**src/rtl/product_accumulator.sv**
```systemverilog
// -----------------------------------------------------------------------------
// product_accumulator
//
// Sums a frame of unsigned products coming from an upstream multiplier and
// presents the frame total, beat count and an overflow flag on a registered
// valid/ready result port. A frame is a run of accepted beats ending with a
// beat marked in_last.
//
// Ports
//   clk        single clock, all state changes on the rising edge
//   rst_n      asynchronous active-low reset
//   in_valid   product beat valid
//   in_ready   block can accept a beat this cycle (low while a result waits)
//   in_r       unsigned product, 2*N bits
//   in_last    beat closes the frame
//   out_valid  frame result valid (registered)
//   out_ready  consumer takes the result
//   out_sum    frame sum, W = 2*N+G bits
//   out_count  number of beats in the frame (saturates at 65535)
//   out_ovf    the running sum carried out of bit W-1 during the frame
//
// Build option
//   PRODUCT_ACCUMULATOR_SATURATE_EN : when defined the accumulator clamps at
//   2^W-1 on carry-out instead of wrapping. out_ovf is the same either way.
// -----------------------------------------------------------------------------
module product_accumulator #(
  parameter int N = 16,
  parameter int G = 8
) (
  input  logic               clk,
  input  logic               rst_n,
  input  logic               in_valid,
  output logic               in_ready,
  input  logic [2*N-1:0]     in_r,
  input  logic               in_last,
  output logic               out_valid,
  input  logic               out_ready,
  output logic [2*N+G-1:0]   out_sum,
  output logic [15:0]        out_count,
  output logic               out_ovf
);

  localparam int W = 2*N + G;

  localparam logic [1:0] IDLE = 2'd0;
  localparam logic [1:0] ACC  = 2'd1;
  localparam logic [1:0] HOLD = 2'd2;

  logic [1:0]   state_r;
  logic [1:0]   state_nxt_s;
  logic [W-1:0] acc_r;
  logic [15:0]  count_r;
  logic         ovf_r;

  logic         accept_s;
  logic [W:0]   sum_ext_s;
  logic [W-1:0] acc_nxt_s;
  logic [15:0]  count_nxt_s;
  logic         ovf_nxt_s;

  // in_ready comes from the state register alone, so it never depends on in_valid
  assign in_ready = (state_r == HOLD) ? 1'b0 : 1'b1;
  assign accept_s = in_valid & in_ready;

  // Next accumulator/count/overflow for an accepted beat; outside ACC a beat
  // starts a fresh frame so nothing from the previous frame leaks in
  always_comb begin
    sum_ext_s   = {(W+1){1'b0}};
    count_nxt_s = 16'd1;
    ovf_nxt_s   = 1'b0;
    if (state_r == ACC) begin
      sum_ext_s   = {1'b0, acc_r} + {{(G+1){1'b0}}, in_r};
      count_nxt_s = (count_r == 16'hFFFF) ? count_r : (count_r + 16'd1);
      ovf_nxt_s   = ovf_r | sum_ext_s[W];
    end else begin
      sum_ext_s   = {{(G+1){1'b0}}, in_r};
      count_nxt_s = 16'd1;
      ovf_nxt_s   = 1'b0;
    end
  end

`ifdef PRODUCT_ACCUMULATOR_SATURATE_EN
  // Clamp on carry-out; once at all-ones any further beat carries again (or
  // adds zero), so the value stays clamped for the rest of the frame
  always_comb begin
    acc_nxt_s = {W{1'b0}};
    if (sum_ext_s[W]) begin
      acc_nxt_s = {W{1'b1}};
    end else begin
      acc_nxt_s = sum_ext_s[W-1:0];
    end
  end
`else
  // Wrap modulo 2^W
  always_comb begin
    acc_nxt_s = sum_ext_s[W-1:0];
  end
`endif

  // Frame state machine transitions
  always_comb begin
    state_nxt_s = state_r;
    case (state_r)
      IDLE: begin
        if (accept_s && in_last) begin
          state_nxt_s = HOLD;
        end else if (accept_s) begin
          state_nxt_s = ACC;
        end else begin
          state_nxt_s = IDLE;
        end
      end
      ACC: begin
        if (accept_s && in_last) begin
          state_nxt_s = HOLD;
        end else begin
          state_nxt_s = ACC;
        end
      end
      HOLD: begin
        if (out_ready) begin
          state_nxt_s = IDLE;
        end else begin
          state_nxt_s = HOLD;
        end
      end
      default: state_nxt_s = IDLE;
    endcase
  end

  // State and running accumulator; idle cycles leave everything untouched
  always_ff @(posedge clk or negedge rst_n) begin
    if (!rst_n) begin
      state_r <= IDLE;
      acc_r   <= {W{1'b0}};
      count_r <= 16'd0;
      ovf_r   <= 1'b0;
    end else begin
      state_r <= state_nxt_s;
      if (accept_s) begin
        acc_r   <= acc_nxt_s;
        count_r <= count_nxt_s;
        ovf_r   <= ovf_nxt_s;
      end
    end
  end

  // Result registers capture the total including the last beat, so out_valid
  // rises the cycle after that beat and holds until the consumer takes it
  always_ff @(posedge clk or negedge rst_n) begin
    if (!rst_n) begin
      out_valid <= 1'b0;
      out_sum   <= {W{1'b0}};
      out_count <= 16'd0;
      out_ovf   <= 1'b0;
    end else if (accept_s && in_last) begin
      out_valid <= 1'b1;
      out_sum   <= acc_nxt_s;
      out_count <= count_nxt_s;
      out_ovf   <= ovf_nxt_s;
    end else if ((state_r == HOLD) && out_ready) begin
      out_valid <= 1'b0;
    end
  end

endmodule
```
**config.mk**
```make
export PLATFORM = sky130hd
export DESIGN_NAME = product_accumulator
export DESIGN_NICKNAME = d
export VERILOG_FILES = /design/src/rtl/product_accumulator.sv
export SDC_FILE = /design/constraint.sdc
export NUM_CORES = 1
export LEC_CHECK = 0
export BUFFER_PORTS_ARGS = -buffer_cell sky130_fd_sc_hd__buf_2
export CORE_ASPECT_RATIO = 0.75
export CORE_MARGIN = 3
export CORE_UTILIZATION = 40
export CTS_BUF_LIST = sky130_fd_sc_hd__clkbuf_8
export CTS_CLUSTER_SIZE = 16
export DETAILED_ROUTE_END_ITERATION = 10
export PLACE_DENSITY = 0.59
export SKIP_CTS_REPAIR_TIMING = 1
export SYNTH_ARGS = -nofsm -noshare
export SYNTH_HDL_FRONTEND = slang
export SYNTH_SLANG_ARGS = --single-unit
```
**constraint.sdc**
```tcl
create_clock -name clk -period 2.8 [get_ports clk]
set_input_delay 0.28 -clock clk [delete_from_list [all_inputs] [get_ports clk]]
set_output_delay 0.28 -clock clk [all_outputs]
set_load 0.005 [all_outputs]
```
== Word level (Yosys, flattened, before mapping) ==
Index checks and enable logic that the tools add are counted.

* Logic and storage cells: 31
* Output and inout bits: 59
* Input bits: 37
* Register bits: 117

* Muxes and demuxes: 12
* Reduce and logical (&&, ||, !) cells: 4
* Bitwise gates (word level): 2
* Eq/ne operators: 3
* $add $sub $neg: 2

{| class="wikitable"
|+ Operator list
! kind !! number
|-
| $add 40x32->41 || 1
|-
| $mux 40 || 1
|-
| $mux 16 || 2
|-
| $add 16x1->16 const B || 1
|-
| $eq 16x16->1 const B || 1
|-
| $mux 2 || 3
|-
| $pmux 2 s3 || 1
|-
| $mux 1 || 5
|-
| $eq 2x1->1 const B || 1
|-
| $eq 2x2->1 const B || 1
|-
| $logic_and 1x1->1 || 2
|-
| $logic_not 2->1 || 1
|-
| $reduce_bool 2->1 || 1
|-
| $and 1x1->1 || 1
|-
| $or 1x1->1 || 1
|}

== Depth between registers and ports, before layout ==
Gate-level depths: netlist of run 1.

* Word-level depth: 6
* Gate-level depth with buffers: 12

== Least setup slack after synthesis of run 1 ==
Ideal clock, no wire load.

* Kind: register to register
* Start: register acc_r[0]
* End: register acc_r[38]
* Required time: 2.681 ns
* Path slack: -0.034 ns
* Library setup time: 0.119 ns
* Data arrival time: 2.715 ns
* Path buffers: 0
* Clock period less this slack: 2.834 ns
* Stages on the path, launching flop included: 13
* Cell sequence: dfrtp_1 -> ha_1 -> inv_1 -> fa_1 -> nand2b_1 -> a21oi_2 -> o21ai_2 -> o31a_1 -> o31a_1 -> o21a_4 -> nor3_4 -> o21ai_0 -> a21bo_2

* Cells in the longest elaborated chain, start to end: 2

{| class="wikitable"
|+ Ends and longest elaborated chain
! element !! line !! RTL
|-
| start: declaration || 51 || <nowiki>logic [W-1:0] acc_r;</nowiki>
|-
| start signal: assignment || 135 || <nowiki>acc_r <= {W{1'b0}};</nowiki>
|-
| start signal: assignment || 141 || <nowiki>acc_r <= acc_nxt_s;</nowiki>
|-
| $add 40x32->41 || 72 || <nowiki>sum_ext_s = {1'b0, acc_r} + {{(G+1){1'b0}}, in_r};</nowiki>
|-
| $mux 40 || 71 || <nowiki>if (state_r == ACC) begin</nowiki>
|}

No other way between the ends.
A chain may end at the register's enable or synchronous reset.

== Worst setup path in the final report of run 1 ==
Same ends and word-level chain as after synthesis.

==> metrics.cfg, run 1 <==
[critical_path]
crit_required_ns=3.14
timing.critical_path.from=acc_r[0]
critical_path.reg2reg.endpoint=acc_r[38]
timing.critical_path.from_type=flop
critPathCapture=acc_r[38]
critical_path.reg2reg.startpoint=acc_r[0]
rr_worst_depth=12
cp_data_arrival_time_ns=3.23
critical_path.max_fanout=4
setup.worst_path.end_class=flop
timing.setup.critical_path_class=flop to flop
regToRegSetupSlack_ns=-0.09

[flow_run]
max-cap-violations=0

[global_route]
grt.met3_usage_pct=4.329
antenna_violations_before_repair=0
grt_start_max_net_pins=71
grt_first_pass_wirelength_mm=30.09
grt.total_usage_pct=19.83
grt_util_met2_pct=26.83
grt_remaining_overflow=0
grt_pass1_vias=5819
globalRouteMet1Util_pct=31.45
global_route_hottest_layer=met1

[cts]
clockRootBuffer=clkbuf_8
cts_num_sinks=117
number_of_buffers_created_by_cts=17
clock_pin_slew_reported_for_the_worst_setup_and_hold_paths_after_clock_tree_synthesis_ns=0.08
clock_path_buffers=2
cts_tree=done
clk-insertion-delay-late_ns=0.45
clock_tree.htree_level_count=4

[synth]
postSynthRegisterBits=117
synth_area_leaders=dfrtp_1 42%, nand2_1 9.0%, o21ai_0 6.5%
synth_warnings=0
synth-edff-count=0
synth.yosys.seq_area_share_pct=41.93
post_synth_instance_area_sq_um=6983
synth_cells=820
synth-main-ff-cell=dfrtp_1
synth_area_leader_cell=dfrtp_1
postSynthAreaPerCell_sq_um=8.516
synth-async-reset-ratio_pct=100.0
synth_top_cell_area_share_pct=41.93
synthMostInstantiatedCell=nand2_1
mappedNetlistNets=891
synth.distinct_cells=60
synth_top_cells_by_count=168 x nand2_1, 117 x dfrtp_1, 90 x o21ai_0, 63 x a21oi_1, 57 x nor2_1

[sta]
worst_hold_slack_ns=0.02983
slew-limit-headroom_pct=51.29
layout_worst_path_cycle_share_pct=103.2
setup_viols_final=4
maxClockFrequency_ghz=0.3460
max_slew.worst_pin.slew_ns=0.7306
least_setup_slack_across_all_paths_after_layout_ns=-0.09021
unrepaired_setup_endpoints_after_global_routing=true
timing.setup.tns_ns=-0.1394
fin_crit_ns=2.890
fin_skew_ns=0.009675
hold_viol_final=0
slew_violations=0

[die]
die-width_um=158.6
pin_count=96
start_util_pct=41.12
design.die.area_sq_um=19100
dieHeight_um=120.4
core_area_sq_um=16980
std_cell_rows=41

[detailed_routing]
wirelength_mm=18.61
detailed_router_iteration_count_before_antenna_repair=5
detail-route-antenna-nets=0
post_drt_via_cell_ratio=5.247
detail_route.wl_per_cell_um=15.77
route.detailed.drc=0
drt_iter0_markers=322
routed-via-count=6191

[finish]
layoutNonFillerInstCount=1180
antenna_cells_inserted=0
post_route_cells_drive_above_1_share_pct=24.58
area_growth_pct=23.83
number_of_nets_in_the_layout=1003
design_area_sq_um=8647

[worst_hold_path]
holdCritStartpoint=out_ready
holdCritPathClass=primary input to flop

[placement]
place_inst=1146
detailed_place.area_sq_um=7938
dp_hpwl_mm=13.13
routabilityCongestion=0.8312
port-buffer-count=95

[outcome]
failed_checks=setup timing
run_status=complete, but fails checks

[power]
vdd.ir_drop.worst_uv=328.1
cellLeakagePower_uw=0.003940
pwr_density_cell_nw_per_um2=832.6

[stage by stage]
stage               setup slack, ns  utilization, %  total power, uW
CTS                         -0.1400           49.13             6923
floorplan                   0.03861               -             4253
global placement            -0.1260           46.75             5241
global route                -0.1633           50.92             7721
detailed placement          -0.1609           46.75             5257
finish                     -0.09021           50.92             7199
[routing by layer]
layer,part of all wire [%],vias to the layer above
li1,-,3116
met3,4.6,14
met4,0.98,0
met5,0,-
met1,54,2920
met2,40,141
[where the power goes]
group | internal (uW) | leakage, uW | total [uW] | switching (uW)
clock | 894 | 0.000197 | 1640 | 748
sequential | 2050 | 0.00151 | 2290 | 242
combinational | 1440 | 0.00223 | 3270 | 1820
[cells in the final DEF, fill, tap and decap left out, types with 12 or more instances in the layout]
cell,synthesis,layout
a21oi_1,63,56
clkbuf_8,0,18
o21ai_1,3,17
nand3_1,14,13
xor2_1,21,21
buf_2,2,94
ha_1,33,23
o21ai_0,90,76
nor2_1,57,57
xnor2_1,24,23
inv_1,14,13
buf_4,0,40
mux2i_1,12,12
a31oi_1,13,12
nand2_1,168,162
nand4_1,19,19
dfrtp_1,117,117
[worst min path at each step]
stage / endpoint / cells after the start / slack, ns
after floorplan: acc_r[0] / 0 / -0.02
after global placement: out_sum[21] / 1 / 0.40
after detailed placement: acc_r[20] / 1 / 0.39
after CTS: acc_r[22] / 1 / -0.11
after global routing: state_r[1] / 2 / 0.02
final: state_r[1] / 2 / 0.03
[state kept, by name, summed over array words and instances, names as in the netlist]
register / count
state_r: 2
out_count: 16
out_sum: 40
acc_r: 40
out_valid: 1
ovf_r: 1
out_ovf: 1
count_r: 16
[worst max-delay path: stages (launching register included)]
cell and delay, ns:
dfrtp_1 0.36, ha_2 0.20, inv_2 0.04, fa_2 0.34, nand2b_4 0.16, a21oi_4 0.15
o21ai_2 0.08, o31a_1 0.32, o31a_1 0.31, o21a_4 0.28, nor3_4 0.23, o21ai_1 0.08
a21bo_2 0.21
[layout make-up]
cell class	instances	area [sq um]
clock buffer	18	247.7
clock inverter	13	157.7
fill	1647	8333
inverter	14	52.55
multi-input combinational	643	4123
sequential	117	2928
tap	236	295.3
timing repair buffer	139	843.3
[logic make-up after synthesis]
| family | Yosys count | share of synthesized area (%) |
|---|---|---|
| and+or+nand+nor | 305 | 19.58 |
| adders and majority gates | 34 | 6.200 |
| buffers and inverters | 60 | 3.279 |
| muxes | 16 | 2.365 |
| xor gates and xnor gates | 45 | 5.644 |
| DFF | 117 | 41.93 |
| AOI/OAI and AO/OA | 243 | 21.00 |
Power figures use the tool's default switching activity.
==> run 2: changes to the inputs <==
Settings changed: ABC_AREA set to 1.
==> run 2 against run 1 <==
Effect of this change:
- combinational power is 4% lower
- largest power group unchanged
- sequential cell count did not move
- the flow now finishes without violations
- final cell count increased by 35%
- total power fell by 2.2%
- first-iteration DRC count rose by 84%
- worst hold slack gained 0.0099 ns
- critical path depth rose by 4
- global-route usage up 2.8 points
- die area rose by 15%
==> metrics.cfg, run 2 <==
[sta]
slew_violations=0
maxClockFrequency_ghz=0.4131
setup_viols_final=0
unrepaired_setup_endpoints_after_global_routing=false
worst_hold_slack_ns=0.03975
fin_crit_ns=2.421
layout_worst_path_cycle_share_pct=86.46
fin_skew_ns=0.01293
max_slew.worst_pin.slew_ns=0.7754
hold_viol_final=0
slew-limit-headroom_pct=48.31
timing.setup.tns_ns=0

[critical_path]
setup.worst_path.end_class=flop
cp_slowest_cell=fa_1
cp_common_cell=nand2_1
timing.critical_path.from_type=flop
critical-path-max-stage-delay_ns=0.38
crit_required_ns=3.19
crit_path_cell_trace=ha_1 -> inv_1 -> fa_1 -> inv_1 -> nand3_1 -> nand3_1 -> nand2_1 -> nand2_1 -> nand2_1 -> nand2_1 -> nand2_1 -> nand2_1 -> nand2_1 -> nand2_1 -> nand3_1 -> nand2_1
critical_path.max_fanout=4
timing.setup.critical_path_class=flop to flop
rr_worst_depth=16
cp_data_arrival_time_ns=2.81

[die]
design.die.area_sq_um=21920
std_cell_rows=44
core_area_sq_um=19540
pin_count=96
die-width_um=170.0
start_util_pct=41.27
dieHeight_um=129.0

[detailed_routing]
detail-route-antenna-nets=0
detail_route.wl_per_cell_um=15.05
drt_iter0_markers=594
routed-via-count=7908
wirelength_mm=24.02
post_drt_via_cell_ratio=4.955
route.detailed.drc=0
detailed_router_iteration_count_before_antenna_repair=6

[synth]
post_synth_xor_area_fraction_pct=1.955
synth-edff-count=0
yosys.area_share.simple_pct=39.00
synth_compound_area_share_pct=7.540
synthMostInstantiatedCell=nand2_1
synth-async-reset-ratio_pct=100.0
postSynthAreaPerCell_sq_um=6.509
synth-main-ff-cell=dfrtp_1
synth.yosys.seq_area_share_pct=36.30
synth.distinct_cells=37
synth_top_cells_by_count=494 x nand2_1, 170 x inv_1, 117 x dfrtp_1, 107 x nand3_1, 80 x nor2_1
mappedNetlistNets=1310
synth_adder_area_share_pct=5.368
synth_top_cell_area_share_pct=36.30
postSynthRegisterBits=117
synth_area_leaders=dfrtp_1 36%, nand2_1 23%, inv_1 7.9%
synth_cells=1239
post_synth_instance_area_sq_um=8065
synth_area_leader_cell=dfrtp_1
synth_warnings=0
synth_top_family_by_area=simple AND/OR/NAND/NOR gates
multiplexer_fraction_of_the_synthesized_cell_area_pct=0

[cts]
clk-insertion-delay-late_ns=0.46
clock_path_buffers=2
number_of_buffers_created_by_cts=17
clock_tree.htree_level_count=4
cts_tree=done
clock_pin_slew_reported_for_the_worst_setup_and_hold_paths_after_clock_tree_synthesis_ns=0.08
clockRootBuffer=clkbuf_8
cts_num_sinks=117

[global_route]
grt_pass1_vias=7386
grt_remaining_overflow=0
antenna_violations_before_repair=0
grt_start_max_net_pins=78
grt_first_pass_wirelength_mm=39.15
grt.total_usage_pct=22.65

[power]
cellLeakagePower_uw=0.005228
pwr_density_cell_nw_per_um2=760.3
vdd.ir_drop.worst_uv=295.5

[finish]
post_route_cells_drive_above_1_share_pct=12.96
design_area_sq_um=9256
final_cell_mix=492 x nand2_1, 170 x inv_1, 117 x dfrtp_1
mostFrequentLayoutCell=nand2_1
area_growth_pct=14.77
antenna_cells_inserted=0
biggestRegsByFlops=acc_r (40), out_sum (40)
number_of_nets_in_the_layout=1401

[worst_hold_path]
holdCritPathClass=primary input to flop
hold_path_depth=2

[flow_run]
max-cap-violations=0

[placement]
detailed_place.area_sq_um=8828
routabilityCongestion=0.9776
port-buffer-count=95
dp_hpwl_mm=17.95

[outcome]
run_status=finished clean

[run 2: worst paths after layout]
check / endpoint / from / slack [ns]
setup / recovery: out_ovf / acc_r[0] / 0.38
hold / removal: state_r[1] / out_ready / 0.04
setup reg to reg: out_ovf / acc_r[0] / 0.38
hold reg to reg: out_sum[38] / out_sum[38] / 0.48
max in group asynchronous: acc_r[16] / rst_n / 1.70
min in group asynchronous: out_count[3] / rst_n / 0.28
[run 2: cell families after synthesis]
kind of cell	count (synthesis)
compound gates	113
xor+xnor	18
fa+ha+maj	34
buf+inv	208
flops	117
simple gates	749
[run 2: critical path: cells and delay by family (launching register included)]
family,cells,cell delay (ns)
simple gates,12,1.15
fa+ha+maj,2,0.64
flops,1,0.36
buf+inv,2,0.20
[run 2: report_power, final]
group,switching [uW],leakage (uW),internal (uW)
Combinational,2050,0.00353,1080
Clock,803,0.000199,875
Sequential,201,0.00150,2030
[run 2: routing by layer]
layer	vias up	wire (um)	track usage, %
li1	4076	-	-
met1	3592	12630	34.64
met2	226	9609	32.53
met3	14	1595	5.160
met4	0	178	4.912
met5	-	0	0
[run 2: area by class of cell]
type	count	area [sq um]
clock buffer	20	275.3
clock inverter	12	142.6
fill	2019	10290
inverter	175	656.9
multi-input combinational	914	4357
sequential	117	2928
tap	253	316.6
timing repair buffer	105	580.6
[run 2: stage by stage]
| step | utilization [%] | instances | setup slack (ns) | power (uW) |
|---|---|---|---|---|
| after floorplan | - | 1239 | 0.8688 | 4345 |
| after global placement | 45.17 | 1563 | 0.4241 | 5331 |
| after detailed placement | 45.17 | 1563 | 0.3880 | 5342 |
| after CTS | 47.31 | 1595 | 0.3803 | 7061 |
| after global routing | 47.36 | 1596 | 0.1272 | 7634 |
| final | 47.36 | 1596 | 0.3790 | 7038 |
==> run 3: changes to the inputs <==
Settings changed: CELL_PAD_IN_SITES_DETAIL_PLACEMENT set to 1, CELL_PAD_IN_SITES_GLOBAL_PLACEMENT set to 1, CORE_UTILIZATION 40 to 39, PLACE_DENSITY 0.59 to 0.77.
==> run 3 against run 2 <==
Effect of this change:
- via count is 5.1% higher
- highest routed layer unchanged
- sequential cell count stayed put
- critical path type unchanged
- combinational power is 4% higher
- largest cell class unchanged
- global-route usage is 3.0 points higher
==> metrics.cfg, run 3 (synthesis results as in run 2) <==
[critical_path]
critical_path_buf_inv_count=2
cp_data_arrival_time_ns=2.89
setup.worst_path.end_class=flop
critical_path.reg2reg.endpoint=out_ovf
timing.critical_path.from_type=flop
critPathTopFamily=simple AND/OR/NAND/NOR gates
path_depth=16
cp_slowest_cell=fa_1
timing.setup.critical_path_class=flop to flop
critical_path.max_fanout=4
timing.critical_path.from=acc_r[0]
crit_path_cell_trace=ha_1 -> inv_1 -> fa_1 -> inv_1 -> nand3_1 -> nand3_2 -> nand2_1 -> nand2_1 -> nand2_1 -> nand2_1 -> nand2_1 -> nand2_1 -> nand2_1 -> nand2_1 -> nand3_1 -> nand2_1
critPathCapture=out_ovf
cp_common_cell=nand2_1
critical_path.reg2reg.startpoint=acc_r[0]
critical-path-max-stage-delay_ns=0.38
regToRegSetupSlack_ns=0.31
crit_required_ns=3.20
rr_worst_depth=16

[global_route]
grt_start_max_net_pins=78
antenna_violations_before_repair=0
grt.total_usage_pct=25.62
grt_pass1_vias=8341
grt_remaining_overflow=0
grt_first_pass_wirelength_mm=45.11

[power]
net-switching-power_uw=3226
vdd.ir_drop.worst_uv=346.9
p_int_uw=3978
cellLeakagePower_uw=0.005281
pwr_density_cell_nw_per_um2=773.3
swShare_pct=44.78
combPwrFrac_pct=45.3
sequential_power_share_pct=31.2
p_clk_share_pct=23.5

[worst_hold_path]
holdCritPathClass=primary input to flop
holdCritStartpoint=out_ready

[finish]
final_core_util_pct=47.01
biggestRegsByFlops=acc_r (40), out_sum (40)
number_of_nets_in_the_layout=1409
mostFrequentLayoutCell=nand2_1
antenna_cells_inserted=0
design_area_sq_um=9316
area_growth_pct=15.51
post_route_cells_drive_above_1_share_pct=13.55
final_cell_mix=492 x nand2_1, 170 x inv_1, 117 x dfrtp_1

[placement]
port-buffer-count=95
dp_hpwl_mm=20.89
routabilityCongestion=0.8974
detailed_place.area_sq_um=8889

[die]
die-width_um=172.1
dieHeight_um=130.5
std_cell_rows=44
design.die.area_sq_um=22460
start_util_pct=40.69
core_area_sq_um=19820
pin_count=96

[outcome]
run_status=finished clean

[cts]
cts_tree=done
clock_pin_slew_reported_for_the_worst_setup_and_hold_paths_after_clock_tree_synthesis_ns=0.08
number_of_buffers_created_by_cts=17
clock_path_buffers=2
clk-insertion-delay-late_ns=0.47
cts_num_sinks=117
clockRootBuffer=clkbuf_8
clock_tree.htree_level_count=4

[sta]
timing.setup.tns_ns=0
max_slew.worst_pin.slew_ns=0.8219
worst_hold_slack_ns=0.03092
maxClockFrequency_ghz=0.4016
unrepaired_setup_endpoints_after_global_routing=false
slew_violations=0
hold_viol_final=0
setup_viols_final=0
fin_crit_ns=2.490
layout_worst_path_cycle_share_pct=88.94
fin_skew_ns=0.01812
slew-limit-headroom_pct=45.21

[detailed_routing]
detailed_router_iteration_count_before_antenna_repair=7
routed-via-count=8311
post_drt_via_cell_ratio=5.181
detail_route.wl_per_cell_um=17.20
wirelength_mm=27.59
route.detailed.drc=0
detail-route-antenna-nets=0
drt_iter0_markers=606

[flow_run]
max-cap-violations=0

[run 3: changes by cell type in the layout (fill, tap and decap cells not counted), sizes merged]
cell	before	now
clkinvlp	4	1
clkbuf	20	18
buf	104	112
inv	178	179
clkinv	3	7
[run 3: how the worst min path moves through the flow]
stage / endpoint / slack [ns] / cells past startpoint
6_report: state_r[1] / 0.03 / 2
5_1_grt: state_r[1] / 0.01 / 2
4_1_cts: out_count[1] / -0.23 / 1
3_5_place_dp: out_count[1] / 0.28 / 1
3_3_place_gp: out_count[1] / 0.28 / 1
2_1_floorplan: acc_r[0] / -0.02 / 0
[run 3: final cells by class]
cell class              count  area [sq um]
well taps                 253         316.6
flip-flops and latches    117          2928
fillers                  2669         10500
repair buffers            113         640.6
clock inverters            14         165.2
inverters                 175         656.9
clock buffers              18         247.7
multi-input cells         914          4362
[run 3: worst register-to-register path, cell delays in order (launching register included)]
cell	delay [ns]
dfrtp_1	0.36
ha_1	0.28
inv_1	0.09
fa_1	0.38
inv_1	0.12
nand3_1	0.10
nand3_2	0.13
nand2_1	0.07
nand2_1	0.13
nand2_1	0.07
nand2_1	0.15
nand2_1	0.12
nand2_1	0.12
nand2_1	0.06
nand2_1	0.09
nand3_1	0.07
nand2_1	0.09
[run 3: power groups by stage]
stage	registers, uW	clock network [uW]	logic [uW]
3_3_place_gp	2260	0	3150
3_5_place_dp	2270	0	3210
5_1_grt	2290	1790	3710
4_1_cts	2250	1730	3240
6_report	2250	1700	3260
2_1_floorplan	2250	0	2100
[run 3: metrics by stage]
step / power [uW] / setup slack, ns / instances
final: 7205 / 0.3098 / 1604
after CTS: 7224 / 0.2624 / 1603
after global routing: 7791 / 0.07692 / 1604
after detailed placement: 5478 / 0.3733 / 1571
after floorplan: 4345 / 0.8688 / 1239
after global placement: 5416 / 0.4334 / 1571
[run 3: metal layers]
layer	up-vias	GRT usage (%)	part of all wire, %
met3	24	4.271	4.9
met2	165	38.73	42
met5	-	0	0
li1	4092	-	-
met1	4030	38.76	52
met4	0	5.115	1.1
